[config.mk]
export PLATFORM = sky130hd
export DESIGN_NAME = mem_access
export DESIGN_NICKNAME = d
export VERILOG_FILES = /design/src/rtl/mem_access_pkg.sv /design/src/rtl/mem_access_load_align.sv /design/src/rtl/mem_access.sv
export SDC_FILE = /design/constraint.sdc
export NUM_CORES = 1
export LEC_CHECK = 0
export ABC_AREA = 1
export ABC_CLOCK_PERIOD_IN_PS = 1900
export BUFFER_PORTS_ARGS = -buffer_cell sky130_fd_sc_hd__buf_2
export CORE_MARGIN = 2
export CORE_UTILIZATION = 30
export CTS_BUF_LIST = sky130_fd_sc_hd__clkbuf_4
export CTS_CLUSTER_DIAMETER = 200
export DETAILED_ROUTE_END_ITERATION = 8
export GPL_TIMING_DRIVEN = 0
export PLACE_DENSITY = 0.65
export SYNTH_ARGS = -nofsm -noshare
export SYNTH_HDL_FRONTEND = slang
export SYNTH_SLANG_ARGS = --single-unit
[constraint.sdc]
create_clock -name clk -period 1.9 [get_ports clk]
set_clock_uncertainty 0.1 [all_clocks]
set_input_delay 0 -clock clk [delete_from_list [all_inputs] [get_ports clk]]
set_output_delay 0 -clock clk [all_outputs]
set_load 0.02 [all_outputs]
[src/rtl/mem_access_pkg.sv]
// Shared types and lane-mask constants for the mem_access memory stage.
// Optional misalignment trapping is selected by MEM_MISALIGN_CHECK_EN.
package mem_access_pkg;

    typedef enum logic {
        ST_IDLE   = 1'b0,
        ST_ACCESS = 1'b1
    } mem_state_t;

    localparam logic [3:0] BE_W  = 4'b1111;
    localparam logic [3:0] BE_HL = 4'b0011;
    localparam logic [3:0] BE_HH = 4'b1100;
    localparam logic [3:0] BE_B0 = 4'b0001;
    localparam logic [3:0] BE_B1 = 4'b0010;
    localparam logic [3:0] BE_B2 = 4'b0100;
    localparam logic [3:0] BE_B3 = 4'b1000;

    // Word must sit on addr[1:0]==0, halfword on addr[0]==0; bytes never fault.
    function automatic logic is_misaligned(input logic [3:0] be, input logic [1:0] lsb);
        logic r;
        r = 1'b0;
        if (be == BE_W)
            r = (lsb != 2'b00);
        else if (be == BE_HL || be == BE_HH)
            r = lsb[0];
        return r;
    endfunction

endpackage

[src/rtl/mem_access_load_align.sv]
// Combinational load aligner: picks the lane(s) named by the byte-enable
// mask out of the read word and sign/zero-extends to 32 bits.
module mem_access_load_align
    import mem_access_pkg::*;
(
    input  logic [31:0] i_rdata,
    input  logic [3:0]  i_be,
    input  logic        i_sext,
    output logic [31:0] o_data
);

    always_comb begin
        o_data = '0;
        case (i_be)
            BE_W:  o_data = i_rdata;
            BE_HH: o_data = {{16{i_sext & i_rdata[31]}}, i_rdata[31:16]};
            BE_HL: o_data = {{16{i_sext & i_rdata[15]}}, i_rdata[15:0]};
            BE_B3: o_data = {{24{i_sext & i_rdata[31]}}, i_rdata[31:24]};
            BE_B2: o_data = {{24{i_sext & i_rdata[23]}}, i_rdata[23:16]};
            BE_B1: o_data = {{24{i_sext & i_rdata[15]}}, i_rdata[15:8]};
            BE_B0: o_data = {{24{i_sext & i_rdata[7]}},  i_rdata[7:0]};
            default: o_data = '0;
        endcase
    end

endmodule

[src/rtl/mem_access.sv]
// Memory stage: single-outstanding req/ack data bus, load alignment and WB forwarding.
// Define MEM_MISALIGN_CHECK_EN to trap misaligned word/half accesses instead of issuing them.
module mem_access
    import mem_access_pkg::*;
(
    input  logic        clk,
    input  logic        rst,
    input  logic [4:0]  EX_rd,
    input  logic        EX_rd_vld,
    input  logic [31:0] EX_x_rd,
    input  logic [31:0] EX_MEM_addr,
    input  logic [3:0]  EX_MEM_rden,
    input  logic        EX_MEM_rden_SEXT,
    input  logic [3:0]  EX_MEM_wren,
    input  logic [31:0] EX_MEM_wrdata,
    output logic        dbus_req,
    output logic        dbus_we,
    output logic [31:0] dbus_addr,
    output logic [3:0]  dbus_be,
    output logic [31:0] dbus_wdata,
    input  logic        dbus_ack,
    input  logic [31:0] dbus_rdata,
    output logic        MEM_stall,
    output logic [4:0]  MEM_rd,
    output logic        MEM_rd_vld,
    output logic [31:0] MEM_x_rd,
    output logic        MEM_misalign_vld,
    output logic [31:0] MEM_misalign_addr
);

    mem_state_t  r_state;
    logic        r_req, r_we, r_sext, r_rd_vld_cap, r_rd_vld, r_mis_vld;
    logic [31:0] r_addr, r_wdata, r_x_rd, r_mis_addr;
    logic [3:0]  r_be;
    logic [4:0]  r_rd_cap, r_rd;
    logic        w_memop, w_we, w_misalign;
    logic [3:0]  w_be;
    logic [31:0] w_load_data;

    assign w_memop = (EX_MEM_rden != 4'b0000) || (EX_MEM_wren != 4'b0000);
    assign w_we    = (EX_MEM_rden == 4'b0000);
    assign w_be    = w_we ? EX_MEM_wren : EX_MEM_rden;

`ifdef MEM_MISALIGN_CHECK_EN
    assign w_misalign = w_memop && is_misaligned(w_be, EX_MEM_addr[1:0]);
`else
    logic w_unused_addr_lsb;
    assign w_unused_addr_lsb = ^EX_MEM_addr[1:0];
    assign w_misalign        = 1'b0;
`endif

    mem_access_load_align u_align (
        .i_rdata (dbus_rdata),
        .i_be    (r_be),
        .i_sext  (r_sext),
        .o_data  (w_load_data)
    );

    always_ff @(posedge clk) begin
        if (rst) begin
            r_state      <= ST_IDLE;
            r_req        <= 1'b0;
            r_we         <= 1'b0;
            r_addr       <= '0;
            r_be         <= '0;
            r_wdata      <= '0;
            r_sext       <= 1'b0;
            r_rd_cap     <= '0;
            r_rd_vld_cap <= 1'b0;
            r_rd         <= '0;
            r_rd_vld     <= 1'b0;
            r_x_rd       <= '0;
            r_mis_vld    <= 1'b0;
            r_mis_addr   <= '0;
        end else begin
            r_mis_vld <= 1'b0;
            case (r_state)
                ST_IDLE: begin
                    if (w_misalign) begin
                        r_mis_vld  <= 1'b1;
                        r_mis_addr <= EX_MEM_addr;
                        r_rd_vld   <= 1'b0;
                    end else if (w_memop) begin
                        r_state      <= ST_ACCESS;
                        r_req        <= 1'b1;
                        r_we         <= w_we;
                        r_addr       <= {EX_MEM_addr[31:2], 2'b00};
                        r_be         <= w_be;
                        r_wdata      <= EX_MEM_wrdata;
                        r_sext       <= EX_MEM_rden_SEXT;
                        r_rd_cap     <= EX_rd;
                        r_rd_vld_cap <= EX_rd_vld;
                        r_rd_vld     <= 1'b0;
                    end else begin
                        r_rd     <= EX_rd;
                        r_rd_vld <= EX_rd_vld;
                        r_x_rd   <= EX_x_rd;
                    end
                end
                ST_ACCESS: begin
                    r_rd_vld <= 1'b0;
                    if (dbus_ack) begin
                        r_state <= ST_IDLE;
                        r_req   <= 1'b0;
                        if (!r_we) begin
                            r_x_rd   <= w_load_data;
                            r_rd     <= r_rd_cap;
                            r_rd_vld <= r_rd_vld_cap;
                        end
                    end
                end
                default: r_state <= ST_IDLE;
            endcase
        end
    end

    assign dbus_req          = r_req;
    assign dbus_we           = r_we;
    assign dbus_addr         = r_addr;
    assign dbus_be           = r_be;
    assign dbus_wdata        = r_wdata;
    assign MEM_stall         = (r_state == ST_ACCESS);
    assign MEM_rd            = r_rd;
    assign MEM_rd_vld        = r_rd_vld;
    assign MEM_x_rd          = r_x_rd;
    assign MEM_misalign_vld  = r_mis_vld;
    assign MEM_misalign_addr = r_mis_addr;

endmodule

==> impl_results.md, run 1 <==
* Status: complete, no violations
* Global-route met3 utilization at 6.498%
* Drt wl/cell at ~15 µm
* HPWL Detailed at about 16000 µm
* Fillers at 1878
* Vias in the first global route at 7134
* Relative slew slack at between 50% and 60%
* Total GRT Usage at 22.59%
* Syn Std Cell Area at 5828 µm²
* Share of the synthesized area in the top cell type at 39.16%
* Clk root buf: clkbuf_4
* Num CTS Buffers at 17
* IO Pins at 288
* ANT cells at 0
* P&R area growth vs syn at 58.72%
* Critical path's top delay family: buffers and inverters
* Minimum clock period at 1.768 ns
* Power, Total at 6.032 mW
* Syn Area/Cell at about 6.6 µm²
* First-pass GRT wire length at 35880 µm
* Max incr delay on CP at 0.55 ns
* Register area share after synthesis at about 40%
* Vias/cell at 4.463
* Placed insts at 1424
* Worst Hold Class: primary input to flop
* Share of layout cells above drive strength 1 at 29.68%
* Gate Count Post-Synth at between 800 and 900
* Unique cell type count in the Yosys netlist at 27
* Largest cells by area after synthesis: dfxtp_1 39%, nor2_1 18%, o21ai_0 7.5%, nand2_1 7.3%, buf_4 5.2%
* # rows at 50
* Synth warnings at 0
* Total die area at 20560 µm²
* Worst path bufs/invs at 5
* Post-route ant nets at 0
* Leak at 4.913 nW
* Critical path endpoint category: flop
* CP max FO at 10
* Hold Violations, Final at 0
* # H-tree levels at 4
* Sink Count at roughly 110
* Finished Layout Cells at 1601
* RSZ-0062 raised after global routing: false
* Final Max Tran Viols at 0
* Die span in x at 143.4 µm
* Initial antenna violation count at 0
* Clk_lat worst skew at 0.50 ns
* Worst-path cell chain: dlygate4sd3_1 -> buf_2 -> inv_1 -> clkbuf_1 -> clkbuf_1 -> o21ai_1 -> a21oi_2
* Routed Wire Length at between 20000 and 25000 µm
* Endpoints failing setup at 0
* WP data arrival at 2.12 ns
* Pwr Density at 652.1 nW/µm²
* Grt met1 use at 26.08%
* Kind of critical path: primary input to flop
* CTS Buffer Depth at 2
* 1st-iter DRT viols at 289
* Chip height at about 140 µm
* Period utilization at 93.05%
* Port Buffers at 250
* Peak supply drop at 396.8 µV
* Slew @ Worst Pin at 0.6847 ns
* Vias at 7146
* CP dominant cell by count: clkbuf_1
* Worst Path Required at 2.25 ns
* CP Launch Type: primary input
* Drt drc at 0
* Highest clock rate at 565.6 MHz
* Gpl congestion at 0.9090
* Grt peak-use layer: met2
* Clock slew at the register clock pins of the worst setup and hold paths at 0.12 ns
* GRT overflow at 0
* CTS tree: yes
* Max_cap viols at 0
* Final nets at 1475
* Initial Utilization at 30.85%
* Core Region at 18890 µm²
* M2 GR Usage at 39.87%
* First-pass iteration count of the detailed router at 5
* Slowest-stage cell, CP: clkbuf_1
* Synth area leader: dfxtp_1
* FF+latch count, synth at 114
* Maximum number of pins on one net before global-route repair at 17
-- worst paths after layout --
kind              depth (start not counted)              start             end  slack [ns]
setup / recovery                          7                rst     MEM_x_rd[9]        0.13
hold / removal                            4  EX_MEM_wrdata[13]  dbus_wdata[13]        0.14
setup reg to reg                          5          MEM_stall     MEM_x_rd[0]        0.16
hold reg to reg                           2       r_rd_vld_cap    r_rd_vld_cap        0.36
-- logic make-up (layout without fill, tap and decap cells) --
group | after synthesis | after routing | share of synthesized area (%)
AO/OA/AOI/OAI | 156 | 156 | 15.95
AND/OR/NAND/NOR | 446 | 446 | 30.70
buffers and inverters | 163 | 590 | 14.13
flip-flops | 114 | 114 | 39.16
other | 1 | 35 | 0.06434
-- final cells by class --
cell class / count / area (µm²) / area share, %
Tap cell: 260 / 325.3 / 3.517
Clock inverter: 13 / 113.9 / 1.231
Timing Repair Buffer: 396 / 2710 / 29.30
Sequential cell: 114 / 2285 / 24.70
Inverter: 77 / 290.3 / 3.138
Multi-Input combinational cell: 637 / 2853 / 30.84
Buffer: 86 / 538.0 / 5.816
Clock buffer: 18 / 135.1 / 1.461
-- per-layer routing --
| metal | vias up | part of all wire, % |
|---|---|---|
| met4 | 0 | 2.2 |
| li1 | 3568 | - |
| met1 | 3219 | 41 |
| met2 | 324 | 48 |
| met5 | - | 0 |
| met3 | 35 | 8.4 |
-- power by group --
group | total (mW) | internal (mW) | switching [mW] | leakage (nW)
sequential | 2.68 | 2.57 | 0.105 | 0.946
combinational | 1.66 | 0.688 | 0.973 | 3.84
clock | 1.69 | 0.655 | 1.04 | 0.128
total | 6.03 | 3.92 | 2.11 | 4.91
-- synth_stat cells (all sizes together) --
cell type  instances
a211oi             5
dfxtp            114
buf               65
nand3b             2
o21ai            110
nand3             41
nand2            117
clkbuf            21
or2                3
inv               76
nor2             283
a21boi             1
a21oi             40
conb               1
clkinv             1
-- timing repair --
| action | 4_1_cts | 5_1_grt |
|---|---|---|
| setup buffers | 0 | 1 |
| resized for setup | 1 | 9 |
| pin swaps | 0 | 0 |
| setup endpoints to repair | 4 | 24 |
| hold endpoints to repair | 114 | 0 |
| hold buffers | 145 | 0 |
-- placed cells by master (no fill, tap or decap), types with 5 or more instances in the layout --
cell             n
a21oi_2         26
inv_1           73
a21oi_1         14
clkbuf_1        17
nand2_1        113
nor2_1         276
buf_4           41
buf_6            5
clkbuf_4        18
dfxtp_1        112
a211oi_2         5
o21ai_1         23
conb_1          35
o21ai_0         87
nand3_1         41
buf_2          268
dlygate4sd3_1  145
-- metrics by stage --
step / TNS [ns] / hold slack, ns / utilization, % / setup WS [ns] / instance area, µm²
finish: 0 / 0.1447 / 48.96 / 0.1321 / 9250
global route: 0 / 0.07005 / 48.96 / 0.02355 / 9250
CTS: 0 / 0.06191 / 48.87 / 0.08200 / 9234
detailed placement: -0.09260 / 0.1256 / 39.87 / -0.05227 / 7532
global placement: -0.1543 / 0.1200 / 39.87 / -0.08353 / 7532
floorplan: 0 / -0.02701 / - / 0.3059 / 5956
-- worst reg2reg max path, stage by stage (launching register included) --
cell      delay [ns]
dfxtp_1         0.48
buf_2           0.35
clkbuf_2        0.35
nor2_1          0.09
nor2_1          0.19
a21oi_2         0.07
-- state kept, by name, summed over array words and instances, names as in the netlist --
register and count:
MEM_rd 5, dbus_be 4, dbus_we 1, r_rd_cap 5
r_sext 1, dbus_wdata 32, MEM_x_rd 32, dbus_addr 30
MEM_rd_vld 1, r_rd_vld_cap 1, dbus_req 1, MEM_stall 1
No activity file was read; power rests on OpenSTA's default activity.
==> run 2, diff against run 1 <==
--- a/config.mk
+++ b/config.mk
@@ -9,12 +9,13 @@
 export ABC_CLOCK_PERIOD_IN_PS = 1900
 export BUFFER_PORTS_ARGS = -buffer_cell sky130_fd_sc_hd__buf_2
 export CORE_MARGIN = 2
-export CORE_UTILIZATION = 30
+export CORE_UTILIZATION = 34
 export CTS_BUF_LIST = sky130_fd_sc_hd__clkbuf_4
 export CTS_CLUSTER_DIAMETER = 200
 export DETAILED_ROUTE_END_ITERATION = 8
 export GPL_TIMING_DRIVEN = 0
-export PLACE_DENSITY = 0.65
+export PLACE_DENSITY = 0.71
 export SYNTH_ARGS = -nofsm -noshare
 export SYNTH_HDL_FRONTEND = slang
 export SYNTH_SLANG_ARGS = --single-unit
+export TNS_END_PERCENT = 5
==> impl_results.md, run 2 (synthesis gave the netlist of run 1 again) <==
* Status: complete, no violations
* CTS Buffer Depth at 2 (unchanged)
* Num CTS Buffers at 17 (unchanged)
* Period utilization at 92.85% (-0.20 points)
* Vias at 7257 (+1.6%)
* Worst Min Path Start: EX_MEM_wrdata[30]
* HPWL Detailed at 15650 µm (-3.5%)
* Critical path endpoint category: flop
* IO Pins at 288 (unchanged)
* 1st-iter DRT viols at 423 (+46%)
* Reg2Reg Depth at 6 (+1)
* CP Launch Type: primary input
* Die span in x at 134.9 µm (-5.9%)
* Sink Count at 114 (unchanged)
* First-pass GRT wire length at 35250 µm (-1.8%)
* Kind of critical path: primary input to flop
* Port Buffers at 250 (unchanged)
* Max_cap viols at 0 (unchanged)
* CTS tree: yes
* Most common cell after layout, fill and taps aside: nor2_1
* Worst-path cell chain: dlygate4sd3_1 -> buf_2 -> inv_1 -> clkbuf_1 -> clkbuf_1 -> o21ai_1 -> a21oi_2
* Slew @ Worst Pin at 0.8206 ns (+0.1359 ns)
* Reg-to-reg slack, setup at 0.16 ns (about the same)
* Gpl congestion at 0.9266 (+1.9%)
* Total die area at 18200 µm² (-11%)
* Total GRT Usage at 24.87% (+2.3 points)
* WP data arrival at 2.14 ns (+0.02 ns)
* RSZ-0062 raised after global routing: true
* GRT overflow at 0 (unchanged)
* Peak supply drop at 465.5 µV (+17%)
* Pwr Density at 698.7 nW/µm² (+7.1%)
* Chip height at 134.9 µm (-5.9%)
* Final Instance Area at 9278 µm² (+0.30%)
* Vias/cell at 4.649 (+4.2%)
* Max incr delay on CP at 0.56 ns (about the same)
* # H-tree levels at 4 (unchanged)
* Placement Cell Area at 7482 µm² (-0.66%)
* Clk_lat worst skew at 0.53 ns (+0.03 ns)
* Maximum number of pins on one net before global-route repair at 17 (unchanged)
* Clock slew at the register clock pins of the worst setup and hold paths at 0.13 ns (about the same)
* Worst Hold Class: primary input to flop
* Worst reg2reg path endpoint: MEM_x_rd[9]
* CP max FO at 10 (unchanged)
* Vias in the first global route at 7203 (+0.97%)
* Critical path's top delay family: buffers and inverters
* Final WS setup at 0.1359 ns (+0.003817 ns)
* ANT cells at 0 (unchanged)
* Share of layout cells above drive strength 1 at 29.60% (-0.075 points)
* Worst R2R Start: MEM_stall
* Minimum clock period at 1.764 ns (-0.003817 ns)
* Routed Wire Length at 23360 µm (-0.46%)
* Final nets at 1474 (-0.068%)
* # rows at 47 (-6.0%)
* Relative slew slack at 45.30% (-9.1 points)
* Pre-CTS setup slack at -0.04677 ns (+0.005503 ns)
* Hold path endpoint: dbus_wdata[30]
* First-pass iteration count of the detailed router at 6 (+1)
* Final Max Tran Viols at 0 (unchanged)
* Post-route ant nets at 0 (unchanged)
* CP dominant cell by count: clkbuf_1
* Endpoints failing setup at 0 (unchanged)
* Drt wl/cell at 14.96 µm (+2.1%)
* P&R area growth vs syn at 59.19%
* Highest clock rate at 566.9 MHz (+0.22%)
* Initial antenna violation count at 0 (unchanged)
* Most frequent cells in the layout: 275 x nor2_1, 268 x buf_2, 145 x dlygate4sd3_1, 113 x dfxtp_1, 113 x nand2_1
* Hold Violations, Final at 0 (unchanged)
* Hold path cells at 4 (unchanged)
* Clk root buf: clkbuf_4
* Finished Layout Cells at 1561 (-2.5%)
* Worst path bufs/invs at 5 (unchanged)
* Slowest-stage cell, CP: clkbuf_1
* Core Region at 16640 µm² (-12%)
* Initial Utilization at 35.02% (+4.2 points)
* Worst Path Required at 2.28 ns (+0.03 ns)
* Drt drc at 0 (unchanged)
* Placed insts at 1384 (-2.8%)
* Leak at 4.949 nW (+0.73%)
run 2: layer usage:
layer	vias to the layer above	global-route usage (%)	wire (µm)
met3	64	6.419	2037
met2	366	43.97	11280
li1	3577	-	-
met4	0	11.17	762
met1	3250	28.07	9277
met5	-	0	0
run 2: what timing repair did:
item                       4_1_cts  5_1_grt
gates resized for setup          2        6
hold endpoints to repair       114        0
setup buffers                    0        0
setup endpoints to repair        1       26
hold buffers                   145        0
run 2: final cells by class:
| class | count | area (µm²) |
|---|---|---|
| Tap cell | 220 | 275.3 |
| Fill cell | 1573 | 7365 |
| Clock inverter | 15 | 206.4 |
| Timing Repair Buffer | 395 | 2703 |
| Multi-Input combinational cell | 637 | 2855 |
| Sequential cell | 114 | 2283 |
| Inverter | 77 | 290.3 |
| Clock buffer | 17 | 127.6 |
| Buffer | 86 | 536.8 |
run 2: power by group:
part / internal, mW / switching (mW)
logic: 0.688 / 0.981
registers: 2.57 / 0.108
clock network: 1.06 / 1.07
run 2: worst max-delay path by stage:
stage,depth (start not counted),end,start,slack (ns)
after floorplan,6,MEM_x_rd[30],MEM_stall,0.31
after global placement,5,MEM_x_rd[2],MEM_stall,-0.03
after detailed placement,5,MEM_x_rd[2],MEM_stall,-0.05
after CTS,5,MEM_x_rd[29],MEM_stall,0.01
after global routing,9,MEM_x_rd[28],dbus_be[1],-0.008
final,7,MEM_x_rd[5],rst,0.14
run 2: tightest hold or removal path: stages:
cell and delay [ns]:
dlygate4sd3_1 0.52, buf_2 0.09, nor2_1 0.03, nor2_1 0.08
run 2: metrics by stage:
stage / hold WS [ns] / setup TNS [ns] / utilization, % / total power, mW
2_1_floorplan: -0.02701 / 0 / - / 3.585
3_3_place_gp: 0.1006 / -0.03455 / 44.96 / 4.110
3_5_place_dp: 0.1079 / -0.04677 / 44.96 / 4.121
4_1_cts: 0.05632 / 0 / 55.71 / 6.479
5_1_grt: 0.09237 / -0.008432 / 55.75 / 6.771
6_report: 0.1071 / 0 / 55.75 / 6.482
==> run 3, diff against run 2 <==
--- a/config.mk
+++ b/config.mk
@@ -6,7 +6,7 @@
 export NUM_CORES = 1
 export LEC_CHECK = 0
 export ABC_AREA = 1
-export ABC_CLOCK_PERIOD_IN_PS = 1900
+export ABC_CLOCK_PERIOD_IN_PS = 2100
 export BUFFER_PORTS_ARGS = -buffer_cell sky130_fd_sc_hd__buf_2
 export CORE_MARGIN = 2
 export CORE_UTILIZATION = 34
==> constraint.sdc (replaced) <==
create_clock -name clk -period 2.1 [get_ports clk]
set_clock_uncertainty 0.1 [all_clocks]
set_input_delay 0 -clock clk [delete_from_list [all_inputs] [get_ports clk]]
set_output_delay 0 -clock clk [all_outputs]
set_load 0.02 [all_outputs]
==> impl_results.md, run 3 (synthesis gave the netlist of run 1 again) <==
* # H-tree levels at 4 (unchanged)
* Worst Hold Class: primary input to flop
* Most frequent cells in the layout: 276 x nor2_1, 268 x buf_2, 147 x dlygate4sd3_1, 114 x dfxtp_1, 114 x nand2_1
* Kind of critical path: flop to flop
* CP dominant cell by count: buf_6
* Port Buffers at 250 (unchanged)
* Critical path endpoint category: flop
* Period utilization at 94.14%
* CP Launch Type: flop
* Core Region at 16640 µm² (unchanged)
* First-pass GRT wire length at 35400 µm (+0.43%)
* ANT cells at 0 (unchanged)
* Final WS setup at 0.1231 ns (-0.01282 ns)
* Most common cell after layout, fill and taps aside: nor2_1
* Vias in the first global route at 7229 (+0.36%)
* Clk root buf: clkbuf_4
* Endpoints failing setup at 0 (unchanged)
* Initial antenna violation count at 0 (unchanged)
* Power, Total at 5.865 mW (-9.5%)
* IO Pins at 288 (unchanged)
* GRT overflow at 0 (unchanged)
* Minimum clock period at 1.977 ns
* Total GRT Usage at 24.99% (+0.12 points)
* Max_cap viols at 0 (unchanged)
* Sink Count at 114 (unchanged)
* Worst-path cell chain: nor2_4 -> buf_6 -> buf_6 -> nand3_1 -> a21oi_1 -> dlygate4sd3_1
* RSZ-0062 raised after global routing: false
* Initial Utilization at 35.02% (unchanged)
* Drt wl/cell at 14.90 µm (-0.42%)
* Post-CTS setup buffer count at 0 (unchanged)
* Gpl congestion at 0.9266 (unchanged)
* Worst hold slack at 0.1037 ns (-0.003365 ns)
* Die span in x at 134.9 µm (unchanged)
* # rows at 47 (unchanged)
* Vias at 7277 (+0.28%)
* Slowest-stage cell, CP: dlygate4sd3_1
* CTS Buffer Depth at 2 (unchanged)
* Pwr Density at 631.2 nW/µm² (-9.7%)
* Worst Path Required at 2.49 ns (+0.21 ns)
* Post-Route Setup TNS at 0 ns (unchanged)
* Clock slew at the register clock pins of the worst setup and hold paths at 0.13 ns (about the same)
* CP max FO at 10 (unchanged)
* 1st-iter DRT viols at 461 (+9.0%)
* Final Max Tran Viols at 0 (unchanged)
* Pre-CTS setup slack at 0.1532 ns (+0.2000 ns)
* Final nets at 1476 (+0.14%)
* Placement Cell Area at 7482 µm² (unchanged)
* CTS tree: yes
* Peak supply drop at 421.1 µV (-9.5%)
* Final Instance Area at 9293 µm² (+0.16%)
* Vias/cell at 4.656 (+0.15%)
* Slew @ Worst Pin at 0.7146 ns (-0.1059 ns)
* Clk_lat worst skew at 0.54 ns (about the same)
* Post-route ant nets at 0 (unchanged)
* Routed Wire Length at 23290 µm (-0.30%)
* Highest clock rate at around 510 MHz
* Hold Violations, Final at 0 (unchanged)
* Drt drc at 0 (unchanged)
* Relative slew slack at 52.36% (+7.1 points)
* P&R area growth vs syn at 59.45%
* WP data arrival at 2.37 ns (+0.23 ns)
* Leak at 4.954 nW (+0.11%)
* Status: complete, no violations
* HPWL Detailed at 15650 µm (unchanged)
* Chip height at 134.9 µm (unchanged)
* Maximum number of pins on one net before global-route repair at 17 (unchanged)
* Total die area at 18200 µm² (unchanged)
* Max incr delay on CP at 0.56 ns (about the same)
* First-pass iteration count of the detailed router at 6 (unchanged)
* Num CTS Buffers at 17 (unchanged)
* Share of layout cells above drive strength 1 at 29.19% (-0.42 points)
[run 3: cell count changes in the layout (fill, tap and decap cells not counted), sizes merged]
cell,previous run,this run
dlygate4sd3,145,147
[run 3: power breakdown]
part,internal (mW),switching (mW),total [mW],leakage (nW)
clock,0.958,0.971,1.93,0.175
combinational,0.625,0.885,1.51,3.83
sequential,2.33,0.0976,2.43,0.945
[run 3: worst paths after layout]
check                                  startpoint  depth (start not counted)  slack, ns             end
worst max register to register          MEM_stall                          6       0.12         dbus_we
worst min register to register       r_rd_vld_cap                          2       0.36    r_rd_vld_cap
worst max-delay path                    MEM_stall                          6       0.12         dbus_we
worst min-delay path            EX_MEM_wrdata[30]                          4       0.10  dbus_wdata[30]
[run 3: worst max-delay path, delay by kind of cell, from the launching register on]
family | cells | cell delay, ns
AO/OA/AOI/OAI | 1 | 0.12
buffers and inverters | 3 | 0.94
AND/OR/NAND/NOR | 2 | 0.35
flip-flops | 1 | 0.42
[run 3: what timing repair did]
action                                  in CTS  in global routing
hold buffers                               147                  0
endpoints found under the hold margin      114                  0
gates resized for setup                      0                  3
endpoints found under the setup margin       0                  2
[run 3: layout make-up]
type	instances	area (µm²)
buffer	86	538.0
fill	1573	7350
tap	220	275.3
inverter	77	290.3
clock inverter	15	206.4
timing repair buffer	397	2723
multi-input combinational	637	2850
clock buffer	17	127.6
sequential	114	2282
[run 3: per-stage QoR]
stage	cells	util, %
after floorplan	914	-
after detailed placement	1384	44.96
final	1563	55.84
after global placement	1384	44.96
after global routing	1563	55.84
after CTS	1563	55.81
[run 3: layer usage]
metal  track usage, %  up-vias  share of wire (%)
met5                0        -                  0
met4            11.05        0                3.5
met3            6.419       65                8.7
met2            44.47      372                 48
met1            28.04     3261                 39
li1                 -     3579                  -
